File: src/rtl/ram_burst_reader.sv
// Burst reader for the simple dual-port RAM: walks count addresses from start_addr
// and streams the words out on valid/ready. Optional out_last via RAM_BURST_READER_LAST_EN.
module ram_burst_reader #(
   parameter int SIZE  = 8,
   parameter int DEPTH = 8,
   localparam int AW   = $clog2(DEPTH),
   localparam int CW   = $clog2(DEPTH + 1)
) (
   input  logic            clk,
   input  logic            rst,
   input  logic            start,
   input  logic [AW-1:0]   start_addr,
   input  logic [CW-1:0]   count,
   output logic            busy,
   output logic            done,
   output logic [AW-1:0]   raddr,
   input  logic [SIZE-1:0] read_data,
   output logic [SIZE-1:0] out_data,
   output logic            out_valid,
`ifdef RAM_BURST_READER_LAST_EN
   output logic            out_last,
`endif
   input  logic            out_ready
);

   typedef enum logic [1:0] {
      S_IDLE = 2'd0,
      S_RUN  = 2'd1,
      S_FIN  = 2'd2
   } state_t;

   state_t          state_q, state_d;
   logic [AW-1:0]   raddr_q, raddr_d;
   logic [CW-1:0]   count_q, count_d;
   logic [CW-1:0]   issued_q, issued_d;
   logic [CW-1:0]   remaining_q, remaining_d;
   logic            need_q, need_d;
   logic            pending_q, pending_d;
   logic [SIZE-1:0] fifo_q [2];
   logic [SIZE-1:0] fifo_d [2];
   logic            wr_ptr_q, wr_ptr_d;
   logic            rd_ptr_q, rd_ptr_d;
   logic [1:0]      occ_q, occ_d;
   logic            busy_q, busy_d;
   logic            done_q, done_d;
`ifdef RAM_BURST_READER_LAST_EN
   logic            pend_last_q, pend_last_d;
   logic            last_q [2];
   logic            last_d [2];
`endif

   logic            hs;
   logic [1:0]      fill;
   logic            slot_ok;
   logic            do_issue;
   logic            last_addr;

   // Issuing latches the word at raddr into the RAM output (pending next cycle)
   // and advances raddr; a blocked address is simply re-read until it can issue.
   always_comb begin
      hs        = (occ_q != 2'd0) && out_ready;
      fill      = occ_q + {1'b0, pending_q};
      slot_ok   = (fill < 2'd2) || ((fill == 2'd2) && hs);
      do_issue  = (state_q == S_RUN) && need_q && slot_ok;
      last_addr = (issued_q >= count_q);

      state_d     = state_q;
      raddr_d     = raddr_q;
      count_d     = count_q;
      issued_d    = issued_q;
      remaining_d = remaining_q;
      need_d      = need_q;
      pending_d   = do_issue;
      fifo_d[0]   = fifo_q[0];
      fifo_d[1]   = fifo_q[1];
      wr_ptr_d    = wr_ptr_q;
      rd_ptr_d    = rd_ptr_q;
      occ_d       = occ_q;
`ifdef RAM_BURST_READER_LAST_EN
      pend_last_d = do_issue && last_addr;
      last_d[0]   = last_q[0];
      last_d[1]   = last_q[1];
`endif

      if (do_issue) begin
         if (!last_addr) begin
            raddr_d  = (raddr_q == AW'(DEPTH - 1)) ? '0 : raddr_q + AW'(1);
            issued_d = issued_q + CW'(1);
         end else begin
            need_d = 1'b0;
         end
      end

      if (pending_q) begin
         fifo_d[wr_ptr_q] = read_data;
`ifdef RAM_BURST_READER_LAST_EN
         last_d[wr_ptr_q] = pend_last_q;
`endif
         wr_ptr_d = ~wr_ptr_q;
      end

      if (hs) begin
         rd_ptr_d    = ~rd_ptr_q;
         remaining_d = remaining_q - CW'(1);
      end

      occ_d = occ_q + {1'b0, pending_q} - {1'b0, hs};

      case (state_q)
         S_IDLE: begin
            if (start) begin
               if (count != '0) begin
                  raddr_d     = start_addr;
                  issued_d    = CW'(1);
                  remaining_d = count;
                  count_d     = count;
                  need_d      = 1'b1;
                  state_d     = S_RUN;
               end else begin
                  state_d = S_FIN;
               end
            end
         end
         S_RUN: begin
            if (hs && (remaining_q == CW'(1))) begin
               state_d = S_FIN;
            end
         end
         S_FIN: begin
            state_d = S_IDLE;
         end
         default: begin
            state_d = S_IDLE;
         end
      endcase

      busy_d = (state_d == S_RUN);
      done_d = (state_d == S_FIN);
   end

   always_ff @(posedge clk) begin
      if (rst) begin
         state_q     <= S_IDLE;
         raddr_q     <= '0;
         count_q     <= '0;
         issued_q    <= '0;
         remaining_q <= '0;
         need_q      <= 1'b0;
         pending_q   <= 1'b0;
         fifo_q[0]   <= '0;
         fifo_q[1]   <= '0;
         wr_ptr_q    <= 1'b0;
         rd_ptr_q    <= 1'b0;
         occ_q       <= 2'd0;
         busy_q      <= 1'b0;
         done_q      <= 1'b0;
`ifdef RAM_BURST_READER_LAST_EN
         pend_last_q <= 1'b0;
         last_q[0]   <= 1'b0;
         last_q[1]   <= 1'b0;
`endif
      end else begin
         state_q     <= state_d;
         raddr_q     <= raddr_d;
         count_q     <= count_d;
         issued_q    <= issued_d;
         remaining_q <= remaining_d;
         need_q      <= need_d;
         pending_q   <= pending_d;
         fifo_q[0]   <= fifo_d[0];
         fifo_q[1]   <= fifo_d[1];
         wr_ptr_q    <= wr_ptr_d;
         rd_ptr_q    <= rd_ptr_d;
         occ_q       <= occ_d;
         busy_q      <= busy_d;
         done_q      <= done_d;
`ifdef RAM_BURST_READER_LAST_EN
         pend_last_q <= pend_last_d;
         last_q[0]   <= last_d[0];
         last_q[1]   <= last_d[1];
`endif
      end
   end

   assign busy      = busy_q;
   assign done      = done_q;
   assign raddr     = raddr_q;
   assign out_valid = (occ_q != 2'd0);
   assign out_data  = fifo_q[rd_ptr_q];
`ifdef RAM_BURST_READER_LAST_EN
   assign out_last  = out_valid && last_q[rd_ptr_q];
`endif

endmodule

File: config.mk
export PLATFORM = sky130hd
export DESIGN_NAME = ram_burst_reader
export DESIGN_NICKNAME = d
export VERILOG_FILES = /design/src/rtl/ram_burst_reader.sv
export SDC_FILE = /design/constraint.sdc
export NUM_CORES = 1
export LEC_CHECK = 0
export CORE_UTILIZATION = 30
export DETAILED_ROUTE_END_ITERATION = 10
export PLACE_DENSITY = 0.51
export SLEW_MARGIN = 20
export SYNTH_ARGS = -nofsm -noshare
export SYNTH_HDL_FRONTEND = slang
export SYNTH_SLANG_ARGS = --single-unit
File: constraint.sdc
create_clock -name clk -period 4 [get_ports clk]
set_input_delay 0.4 -clock clk [delete_from_list [all_inputs] [get_ports clk]]
set_output_delay 0.4 -clock clk [all_outputs]
set_load 0.05 [all_outputs]
==> impl_metrics.ini, run 1 <==
[final_layout]
drive_above_1_share = 0.06667
nets = 270
num_antenna_cells = 0
final_cell_mix = dfxtp_1, nand2_1, clkdlybuf4s50_1
area_delta_synth_final_pct = 26.03
layout_commonest_cell = dfxtp_1
finish.utilization = 0.3939
fin_area_mm2 = 0.002332

[floorplanning]
io_pins = 33
die_w_um = 80.54
die_h_um = 80.54
core_area_mm2 = 0.005921
dieArea_mm2 = 0.006487
core.rowCount = 28
initial_utilization = 0.3126

[worst_setup_path]
crit_type = flop to flop
rr_endpoint = raddr[0]
slowest_stage = dfxtp_1
critPathLaunch = pending_q
path_max_fanout = 13
worstReg2RegStart = pending_q
required_ns = 4.21
path_cells = ha_1, nand3b_1, a221o_1, a21o_1, or3_1, a311oi_1
rr_worst_depth = 6
cp-end-kind = flop
crit_arrival_ns = 2.61
max_stage_delay_ns = 0.58
r2r_slack_ns = 1.60
start_kind = flop

[sta]
setup_slack_ns = 1.600
report.final.slew_viol_count = 0
min_period_ns = 2.400
hold_viol = 0
fin_skew_ns = 0.006937
tns_ns = 0
fmax_mhz = 416.7
slew_headroom = 0.5562
rsz0062_at_grt = false
post-route-period-util = 0.6000
setup-violations-final = 0
worstMarginPinSlew_ns = 0.6644

[detailed_routing]
drc = 0
drt_wl_total_um = 3771
detail_route.wl_per_cell_um = 11.97
via_per_inst = 4.635
num_vias = 1460
dr.pass1.iters = 5
antenna_left = 0
drt_iter0_markers = 52

[power_and_ir_drop]
p_leak_nw = 0.8773
power_density_mw_per_mm2 = 471.5
irDropWorstVdd_uv = 184.0

[cts]
cts_resized = 0
hold_buffers = 0
path_clk_slew_ns = 0.08
insertion_delay_ns = 0.29
cts_tree = done
htreeDepth = 2
post_cts_buffers = 0
cts-buffers-inserted = 5
cts_root_buf = clkbuf_8
cts_sinks = 42
cts_buffer_depth = 2

[placed_design]
placed_cell_area_mm2 = 0.002220
port_buffers = 32
place_ws_ns = 1.599
globalplace.congestion = 0.6827
dp_hpwl_um = 2669

[job]
max_cap_viol_count = 0

[logic_synthesis]
ys_seq_elements = 42
syn_avg_cell_area_um2 = 8.729
ys_seq_area_frac = 0.4544
synthesis.nets = 242
netlist_area_mm2 = 0.001851
ys_types = 31
synth_edf_count = 0
synthCells = 212
ys.flop_type = dfxtp_1
async_flop_share = 0
yosysWarningCount = 0

[worst_hold_path]
hp-start = fifo_q[0][5]
hp-class = flop to flop
hold-path-cell-count = 2
hold_end = fifo_q[0][5]

[global_route]
grtUsageTotal = 0.1266
grt_start_max_net_pins = 34
grt_pass1_vias = 1372
grt_pass1_wl_um = 6279
grt_overflow_total = 0
antenna_found_initial = 0

[outcome]
status = completed
## layer usage
metal  track usage  wire length, µm
met1        0.1701             1954
met2        0.1907             1650
met3       0.03409              106
met4       0.04821               60
met5             0                0
## power breakdown
part / switching (W) / internal [W] / total [W]
Combinational: 0.000142 / 0.000117 / 0.000259
Sequential: 0.0000403 / 0.000458 / 0.000498
Clock: 0.000143 / 0.000200 / 0.000342
Total: 0.000325 / 0.000775 / 0.00110
## worst max-delay path by stage
stage | to | slack [ns]
global route | raddr[0] | 1.47
CTS | raddr[0] | 1.59
detailed placement | raddr[0] | 1.60
global placement | raddr[0] | 1.65
finish | raddr[0] | 1.60
floorplan | issued_q[3] | 2.02
## cell type report
type                    count  area, µm²
repair buffers             33      327.8
well taps                  75      93.84
clock inverters             1      30.03
multi-input cells         148      919.6
inverters                  10      37.54
flip-flops and latches     42      840.8
clock buffers               6      82.58
fillers                   632       3588
## registers in the layout, indices dropped and copies added, names as in the netlist, 2 cells and up, named ones only
name,count
state_q,2
count_q,4
raddr,3
occ_q,2
issued_q,4
fifo_q,16
remaining_q,4
## critical path: cells and delay by family (launching register included)
kind | cells | cell delay, ns
simple gates | 2 | 0.51
fa+ha+maj | 1 | 0.32
compound gates | 3 | 0.90
flops | 1 | 0.58
## per-stage QoR
stage | std cells | power (W) | hold slack (ns)
2_1_floorplan | 212 | 0.0006909 | 0.4329
3_3_place_gp | 308 | 0.0007693 | 0.4415
3_5_place_dp | 308 | 0.0007700 | 0.4481
4_1_cts | 315 | 0.001116 | 0.4599
5_1_grt | 315 | 0.001163 | 0.4718
6_report | 315 | 0.001100 | 0.4556
## kinds of logic after synthesis
| kind of cell | after synthesis | share of synthesized area |
|---|---|---|
| AND/OR/NAND/NOR | 77 | 0.1981 |
| AO/OA/AOI/OAI | 42 | 0.1264 |
| flip-flops | 42 | 0.4544 |
| buffers and inverters | 22 | 0.04868 |
| multiplexers | 11 | 0.06491 |
| adder cells (fa/ha/maj) | 11 | 0.07437 |
| XOR/XNOR | 7 | 0.03313 |
## synthesized netlist by cell type, types with 2 or more instances
library cell | number | share of area
nand3b_1 | 2 | 0.0081
o21ai_0 | 10 | 0.027
ha_1 | 11 | 0.074
nand2_1 | 33 | 0.067
a211oi_1 | 2 | 0.0081
nor2b_1 | 4 | 0.014
nor2_1 | 10 | 0.020
xor2_1 | 2 | 0.0095
inv_1 | 10 | 0.020
a21oi_1 | 24 | 0.065
nor4_1 | 2 | 0.0068
nor3_1 | 3 | 0.0081
clkbuf_1 | 10 | 0.020
xnor2_1 | 5 | 0.024
or3_1 | 4 | 0.014
dfxtp_1 | 42 | 0.45
mux2i_1 | 3 | 0.016
nand2b_1 | 7 | 0.024
mux2_2 | 8 | 0.049
nand3_1 | 9 | 0.024
Power figures use the tool's default switching activity.
==> inputs of run 2 (changes only) <==
Clock period 4 ns to 2.45 ns, I/O delays scaled along.
==> run 2 against run 1 <==
Effect of this change:
- via count is 1.8% higher
- sequential power increased by 63%
- clock skew grew 0.00079 ns
- register-to-register slack got worse by 1.3 ns
- clock power increased by 34%
- largest cell class unchanged
- flip-flop and latch count unchanged
- combinational power rose by 64%
- utilization hardly changed
- global-route usage rose by 0.33 points
==> impl_metrics.ini, run 2 (synthesized netlist as in run 1, its figures left out) <==
[cts]
cts_sinks = 42
cts-buffers-inserted = 5
hold_buffers = 0
htreeDepth = 2
cts_buffer_depth = 2
post_cts_buffers = 0
cts_resized = 0
path_clk_slew_ns = 0.08
cts_tree = done
insertion_delay_ns = 0.29
cts_root_buf = clkbuf_8

[final_layout]
nFillCells = 628
largest_register_ffs = 16
num_antenna_cells = 0
drive_above_1_share = 0.07787
regMostFlops = fifo_q
nets = 273
area_delta_synth_final_pct = 26.10
multi_input_area_um2 = 919.6
regArea_um2 = 840.8
layout_commonest_cell = dfxtp_1
final_cell_mix = dfxtp_1, nand2_1, clkdlybuf4s50_1

[detailed_routing]
via_per_inst = 4.658
detail_route.wl_per_cell_um = 11.96
antenna_left = 0
num_vias = 1486
dr.pass1.iters = 4
drt_iter0_markers = 37
drt_wl_total_um = 3815
drc = 0

[sta]
fin_skew_ns = 0.007732
worstMarginPinSlew_ns = 0.6109
report.final.slew_viol_count = 0
tns_ns = 0
post-route-period-util = 0.8986
min_period_ns = 2.202
rsz0062_at_grt = false
slew_headroom = 0.5919
hold_viol = 0
fmax_mhz = 454.2
setup-violations-final = 0

[global_route]
antenna_found_initial = 0
grtUsageTotal = 0.1298
grt_pass1_wl_um = 6403
grt_pass1_vias = 1359
grt_overflow_total = 0
grt_start_max_net_pins = 21

[power_and_ir_drop]
total_power_w = 0.001695
irDropWorstVdd_uv = 441.4
power_frac_seq = 0.480
power_switching_w = 0.0005264
pwr-share-clk = 0.270
power_density_mw_per_mm2 = 726.3
intPower_w = 0.001168
p_leak_nw = 0.8825
switching_share = 0.3106
p_comb_frac = 0.251

[worst_setup_path]
path_max_fanout = 8
r2r_slack_ns = 0.33
cp-end-kind = primary output
worstReg2RegStart = issued_q[0]
rr_worst_depth = 7
crit_arrival_ns = 1.96
rr_endpoint = raddr[0]
start_kind = flop
crit_type = flop to primary output
crit_end = out_data[1]
required_ns = 2.20

[placed_design]
globalplace.congestion = 0.7168
dp_hpwl_um = 2762
port_buffers = 32

[outcome]
status = completed

[floorplanning]
io_pins = 33
initial_utilization = 0.3126
core_area_mm2 = 0.005921
core.rowCount = 28
die_w_um = 80.54
die_h_um = 80.54
dieArea_mm2 = 0.006487

[worst_hold_path]
hp-class = flop to flop

[job]
max_cap_viol_count = 0
## run 2: changes by cell type in the layout (fill, tap and decap cells not counted), sizes merged
cell,delta
bufinv,-1
clkinv,+1
clkbuf,+1
buf,+3
## run 2: layout make-up
class / instances / area share
Multi-Input combinational cell: 148 / 0.3941
Sequential cell: 42 / 0.3603
Timing Repair Buffer: 36 / 0.1501
Tap cell: 75 / 0.04021
Clock buffer: 7 / 0.03700
Inverter: 10 / 0.01609
Clock inverter: 1 / 0.002145
## run 2: critical path, cell delays in order (launching register included)
cell and delay (ns):
dfxtp_1 0.57, mux2_2 0.39, clkdlybuf4s50_1 0.70
## run 2: metrics by stage
| stage | hold WS, ns | cells | util | setup slack (ns) | cell area [µm²] |
|---|---|---|---|---|---|
| floorplan | 0.3667 | 212 | - | 0.4664 | 1851 |
| global placement | 0.4407 | 311 | 0.3787 | 0.3817 | 2242 |
| detailed placement | 0.4473 | 311 | 0.3787 | 0.3518 | 2242 |
| CTS | 0.4588 | 319 | 0.3941 | 0.2024 | 2333 |
| global route | 0.4717 | 319 | 0.3941 | 0.1516 | 2333 |
| finish | 0.4543 | 319 | 0.3941 | 0.2485 | 2333 |
## run 2: power by group through the flow
stage          combinational [W]  sequential [W]  clock, W
3_3_place_gp            0.000431        0.000832         0
4_1_cts                 0.000433        0.000816  0.000478
6_report                0.000425        0.000813  0.000457
5_1_grt                 0.000471        0.000824  0.000501
2_1_floorplan           0.000308        0.000819         0
3_5_place_dp            0.000430        0.000831         0
## run 2: how the worst min path moves through the flow
stage / start / endpoint / slack, ns / cells past startpoint
after global routing: fifo_q[0][2] / fifo_q[0][2] / 0.47 / 2
final: fifo_q[0][7] / fifo_q[0][7] / 0.45 / 2
after detailed placement: fifo_q[0][0] / fifo_q[0][0] / 0.45 / 2
after floorplan: count[1] / count_q[1] / 0.37 / 2
after CTS: fifo_q[0][0] / fifo_q[0][0] / 0.46 / 2
after global placement: fifo_q[0][0] / fifo_q[0][0] / 0.44 / 2
## run 2: per-layer routing
layer | GRT usage | vias up | share of wire
met5 | 0 | - | 0
met4 | 0.04821 | 0 | 0.017
met1 | 0.1753 | 681 | 0.51
li1 | - | 777 | -
met2 | 0.1932 | 21 | 0.44
met3 | 0.03750 | 7 | 0.032
==> inputs of run 3 (changes only) <==
Settings changed: CORE_MARGIN set to 3.
==> run 3 against run 2 <==
Effect of this change:
- utilization up 1.3 points
- cell area up 0.27%
- critical path type unchanged
- register-to-register slack got worse by 0.09 ns
- critical endpoint is now out_data[2]
- sequential share of layout area down 0.096 points
- worst setup slack got worse by 0.014 ns
- clock skew shrank 0.00072 ns
==> impl_metrics.ini, run 3 (synthesized netlist as in run 1, its figures left out) <==
[sta]
tns_ns = 0
rsz0062_at_grt = false
hold_viol = 0
post-route-period-util = 0.9041
setup-violations-final = 0
fmax_mhz = 451.4
min_period_ns = 2.215
slew_headroom = 0.5994
worstMarginPinSlew_ns = 0.5997
fin_skew_ns = 0.007010
setup_slack_ns = 0.2349
report.final.slew_viol_count = 0

[job]
max_cap_viol_count = 0

[global_route]
grtUsageTotal = 0.1209
grt_start_max_net_pins = 31
antenna_found_initial = 0
grt_overflow_total = 0
grt_pass1_vias = 1492
grt_pass1_wl_um = 6996

[worst_setup_path]
cp-end-kind = primary output
slowest_stage = clkdlybuf4s50_1
max_stage_delay_ns = 0.70
cp_top_family = buffers and inverters
start_kind = flop
cp.buffers_inverters = 1
path_max_fanout = 8
crit_arrival_ns = 1.97
required_ns = 2.20
path_cells = mux2_2, clkdlybuf4s50_1
crit_type = flop to primary output

[final_layout]
instances_no_fill = 315
layout_commonest_cell = dfxtp_1
largest_register_ffs = 16
area_delta_synth_final_pct = 26.44
final_cell_mix = dfxtp_1, nand2_1, clkdlybuf4s50_1
regArea_um2 = 840.8
num_antenna_cells = 0
fin_area_mm2 = 0.002340
drive_above_1_share = 0.07819
nFillCells = 611
multi_input_area_um2 = 919.6
regMostFlops = fifo_q
nets = 272

[floorplanning]
die_h_um = 84.54
core.rowCount = 27
die_w_um = 84.54
core_area_mm2 = 0.005743
dieArea_mm2 = 0.007147
initial_utilization = 0.3222
io_pins = 33

[cts]
post_cts_buffers = 0
insertion_delay_ns = 0.30
cts_root_buf = clkbuf_8
cts_tree = done
cts_sinks = 42
cts_buffer_depth = 2
htreeDepth = 2
hold_buffers = 0
cts-buffers-inserted = 5
cts_resized = 0
path_clk_slew_ns = 0.08

[placed_design]
globalplace.congestion = 0.7354
placed_cell_area_mm2 = 0.002231
port_buffers = 32
dp.cells = 307
place_ws_ns = 0.2347
dp_hpwl_um = 2806

[detailed_routing]
via_per_inst = 4.689
drt_iter0_markers = 48
drt_wl_total_um = 3945
wl_met2_um = 1670
num_vias = 1477
highest_layer = met4
detail_route.wl_per_cell_um = 12.52
antenna_left = 0
wl_met1_um = 2063
drc = 0
met3WireLength_um = 149
dr.pass1.iters = 4

[power_and_ir_drop]
power_density_mw_per_mm2 = 761.1
switching_share = 0.3035
p_comb_frac = 0.240
intPower_w = 0.001240
p_leak_nw = 0.8880
total_power_w = 0.001781
power_switching_w = 0.0005404
pwr-share-clk = 0.303
irDropWorstVdd_uv = 334.1
power_frac_seq = 0.456

[outcome]
status = completed

[worst_hold_path]
hp-class = flop to flop
run 3: cell count changes in the layout (fill, tap and decap cells not counted), sizes merged:
cell	change
clkbuf	-2
buf	-1
bufinv	+1
clkinv	+1
run 3: tightest hold or removal path, cell delays in order, from the launching register on:
cell and delay, ns:
dfxtp_1 0.31, nand2_1 0.05, a21oi_1 0.05
run 3: stage by stage:
step | hold WS, ns | util
2_1_floorplan | 0.3667 | -
3_3_place_gp | 0.4411 | 0.3885
3_5_place_dp | 0.4474 | 0.3885
4_1_cts | 0.4597 | 0.4074
5_1_grt | 0.4780 | 0.4074
6_report | 0.4571 | 0.4074
run 3: final timing paths:
check / start / slack [ns] / endpoint / cells past startpoint
setup / recovery: flop / 0.23 / out_data[2] / 2
hold reg to reg: fifo_q[0][3] / 0.46 / fifo_q[0][3] / 2
setup reg to reg: issued_q[0] / 0.24 / raddr[0] / 7
hold / removal: fifo_q[0][3] / 0.46 / fifo_q[0][3] / 2
run 3: metal layers:
layer | vias to the layer above | track usage
met1 | 662 | 0.1645
li1 | 780 | -
met4 | 0 | 0.04317
met2 | 29 | 0.1815
met3 | 6 | 0.03533
met5 | - | 0
run 3: power by group through the flow:
stage          combinational, W  sequential [W]  clock [W]
2_1_floorplan          0.000308        0.000819          0
3_3_place_gp           0.000431        0.000831          0
3_5_place_dp           0.000431        0.000830          0
4_1_cts                0.000434        0.000814   0.000565
5_1_grt                0.000482        0.000824   0.000590
6_report               0.000428        0.000813   0.000540
run 3: cell type report:
type                            count  share of cell area
Tap cell                           72             0.03850
Timing Repair Buffer               35              0.1465
Clock buffer                        5             0.02941
Sequential cell                    42              0.3594
Multi-Input combinational cell    148              0.3930
Clock inverter                      3             0.01711
Inverter                           10             0.01604
==> RTL edit 1, RTL diff (flow settings as in run 2) <==
The option `RAM_BURST_READER_LAST_EN` is turned on by a define.
--- a/src/rtl/ram_burst_reader.sv
+++ b/src/rtl/ram_burst_reader.sv
@@ -1,5 +1,7 @@
 // Burst reader for the simple dual-port RAM: walks count addresses from start_addr
 // and streams the words out on valid/ready. Optional out_last via RAM_BURST_READER_LAST_EN.
+`define RAM_BURST_READER_LAST_EN
+
 module ram_burst_reader #(
    parameter int SIZE  = 8,
    parameter int DEPTH = 8,
Function (old outputs only; new: out_last): kept (Yosys induction, for registers that start in step).
==> RTL edit 1 against run 2 <==
- sequential cell count rose by 3
- routed wire length rose by 3.9%
- count of clock-buffer cells in the layout fell by 2
- final area rose by 5.7%
- combinational power rose by 4%
- maximum frequency fell by 2.8%
- largest cell class unchanged
- setup slack got worse by 62 ps
- power rose by 5.3%
- synthesized area rose by 6.2%
==> RTL edit 1: results (changes against run 2) <==
- WL met2: 1.82 mm (+8.6%)
- PortBufs: 33 (+3.1%)
- Synth Area in Compound Gates: 0.127 (+0.000952)
- Final Wtd Congestion: 0.722 (+0.66%)
- Mux cell area share after synthesis: 0.0662 (+0.00133)
- Worst Path Arrival: 2020 ps (+60 ps)
- Met1 Resource Use GR: 0.158 (-0.0177)
- Inst Count DP: 328 (+5.5%)
- Pre-CTS setup slack: 200 ps (-152 ps)
- Clock Skew: 16.1 ps (+8.38 ps)
- Final wirelength: 3.96 mm (+3.9%)
- Layout cells sized above 1: 0.0849 (+0.00707)
- Library cells used by synthesis: 30 (-3.2%)
- Initial DRC Count: 52 (+41%)
- CTS buffer count: 5 (unchanged)
- CP max FO: 9 (+1)
- Max Used Layer: met4
- Clock power share: 0.267 (-0.003)
- Mapped Nets: 256 (+5.8%)
- Placed cell areas: 2370 sq um (+5.6%)
- Proportion of synthesized chip area in sequential cells: 0.459 (+0.00424)
- Slew margin rel.: 0.557 (-0.0347)
- Synth Area in Adders: 0.0701 (-0.00431)
- GR met2 Demand/Resource: 0.202 (+0.00872)
- Sequential power: 866 uW (+6.5%)
- Max VDD drop: 0.361 mV (-18%)
- Met3 usage: 0.0298 (-0.00768)
- Synth area leaders: dfxtp_1, nand2_1, ha_1, a21oi_1, mux2_2
- Status: completed
- Routed length on met1: 1.95 mm (+0.15%)
- Wire length on met3: 150 um (+24%)
- Cell internal power dissipation: 1.20 mW (+2.7%)
- Gr usage total: 0.122 (-0.00803)
- CP top delay family: buffers and inverters
- Routed via count: 1557 (+4.8%)
- Largest net degree at the start of global routing: 29 (+38%)
- XOR/XNOR Fraction of Synth Area: 0.0312 (-0.00192)
- Post-synth top cells: dfxtp_1, nand2_1, a21oi_1
- First-pass GRT wire length: 6.95 mm (+8.5%)
- Layout net count: 288 (+5.5%)
- Root buf cell: clkbuf_8
- Post-DP HPWL: 2.82 mm (+2.0%)
- Slowest CP cell: clkdlybuf4s50_1
- Htree depth: 2 (unchanged)
- Post-Synthesis Cells: 226 (+6.6%)
- P_leak: 0.923 nW (+4.6%)
- Number of global-route vias before repair: 1493 (+9.9%)
- PD cells: 724 nW/um^2 (-0.33%)
- Initial antenna violation count: 0 (unchanged)
- Vias/cell: 4.63 (-0.52%)
-- RTL edit 1: final timing paths --
check / from / to / slack, ps / cells past startpoint
worst max register to register: issued_q[0] / raddr[0] / 270 / 7
worst min register to register: last_q[0] / last_q[0] / 460 / 2
worst max-delay path: flop / out_data[4] / 190 / 2
worst min-delay path: last_q[0] / last_q[0] / 460 / 2
-- RTL edit 1: repair_timing --
item | in CTS | in global routing
setup endpoints to repair | 0 | 1
hold buffers | 0 | 0
gates resized for setup | 0 | 1
-- RTL edit 1: area by class of cell --
type	count	area [sq um]
sequential	45	901
tap	77	96.3
inverter	11	41.3
timing repair buffer	37	360
multi-input combinational	158	973
fill	661	3880
clock buffer	5	68.8
clock inverter	3	25.0
-- RTL edit 1: kinds of logic after synthesis --
group,count (synthesis)
flip-flops,45
AO/OA/AOI/OAI,44
AND/OR/NAND/NOR,84
XOR/XNOR,7
adder cells (fa/ha/maj),11
buffers and inverters,23
multiplexers,12
==> RTL edit 2, RTL diff (config.mk and constraints of run 2) <==
Without the edit above. Re-encode `state_t` (3 states) as one-hot, 3 bits wide.
--- a/src/rtl/ram_burst_reader.sv
+++ b/src/rtl/ram_burst_reader.sv
@@ -23,10 +23,10 @@
    input  logic            out_ready
 );
 
-   typedef enum logic [1:0] {
-      S_IDLE = 2'd0,
-      S_RUN  = 2'd1,
-      S_FIN  = 2'd2
+   typedef enum logic [2:0] {
+      S_IDLE = 3'b001,
+      S_RUN  = 3'b010,
+      S_FIN  = 3'b100
    } state_t;
 
    state_t          state_q, state_d;
Formal check against the unedited RTL: no difference found for any inputs over 10 cycles, from zero or initial values and one cycle with rst high; not proved beyond that.
==> RTL edit 2 against run 2 <==
- power decreased by 6.4%
- sequential cell count increased by 1
- synthesized area increased by 3.5%
- largest cell class unchanged
- via count increased by 1.3%
- final area increased by 3.4%
- setup slack got worse by 1.2 ps
- combinational power decreased by 34%
- maximum frequency about the same
- highest routed layer unchanged
- routed wire length increased by 4.5%
- first-iteration DRC count increased by 110%
- die area increased by 3.4%
==> RTL edit 2: results (changes against run 2) <==
- Status: completed
- Max Freq: 0.454 GHz (about the same)
- First-pass GRT wire length: 6.51 mm (+1.6%)
- Worst Hold End: fifo_q[0][2]
- Placed cell areas: 2310 sq um (+3.0%)
- Drt wl/cell: 12.5 um (+4.5%)
- Max VDD drop: 0.292 mV (-34%)
- Final Wtd Congestion: 0.738 (+2.9%)
- Clock Skew: 4.26 ps (-3.47 ps)
- Tot Pwr: 1.59 mW (-6.4%)
- Clock power share: 0.335 (+0.065)
- Synth Area in Adders: 0.0718 (-0.00253)
- Mapped Nets: 243 (+0.41%)
- P_leak: 0.913 nW (+3.4%)
- Proportion of synthesized chip area in sequential cells: 0.449 (-0.00498)
- Net Sw Frac: 0.264 (-0.0463)
- Layout net count: 274 (+0.37%)
- GR met2 Demand/Resource: 0.205 (+0.0117)
- Synth area leaders: dfxtp_1, ha_1, nand2_1, a21oi_1, mux2_2
- XOR/XNOR Fraction of Synth Area: 0.0320 (-0.00113)
- WL met2: 1.81 mm (+7.9%)
- Hold path start: fifo_q[0][2]
- Post-DP HPWL: 2.81 mm (+1.8%)
- R2r setup slk: 350 ps (+20 ps)
- Mean Syn Cell Area: 8.99 sq um (+3.0%)
- Vias/cell: 4.72 (+1.3%)
- Largest net degree at the start of global routing: 24 (+14%)
- Router iterations before antenna repair: 7 (+3)
-- RTL edit 2: changes by cell type after synthesis, moves of 2 or more --
cell	change
nand2_1	+3
nand3b_1	-2
nand2b_1	-2
nor2_1	+3
clkbuf_1	-2
nor3_1	-3
o41ai_1	+2
-- RTL edit 2: kinds of logic (layout without fill, tap and decap cells) --
group / count (synthesis) / after routing
and+or+nand+nor: 77 / 77
AOI/OAI and AO/OA: 43 / 43
DFF: 43 / 43
buffers and inverters: 21 / 52
adders and majority gates: 11 / 11
muxes: 11 / 11
xor gates and xnor gates: 7 / 7
-- RTL edit 2: cell type report --
class / instances / area (sq um) / share of cell area
Multi-Input combinational cell: 149 / 975 / 0.404
Sequential cell: 43 / 861 / 0.357
Timing Repair Buffer: 35 / 343 / 0.142
Tap cell: 75 / 93.8 / 0.0389
Clock buffer: 6 / 72.6 / 0.0301
Inverter: 10 / 37.5 / 0.0156
Clock inverter: 1 / 30.0 / 0.0124
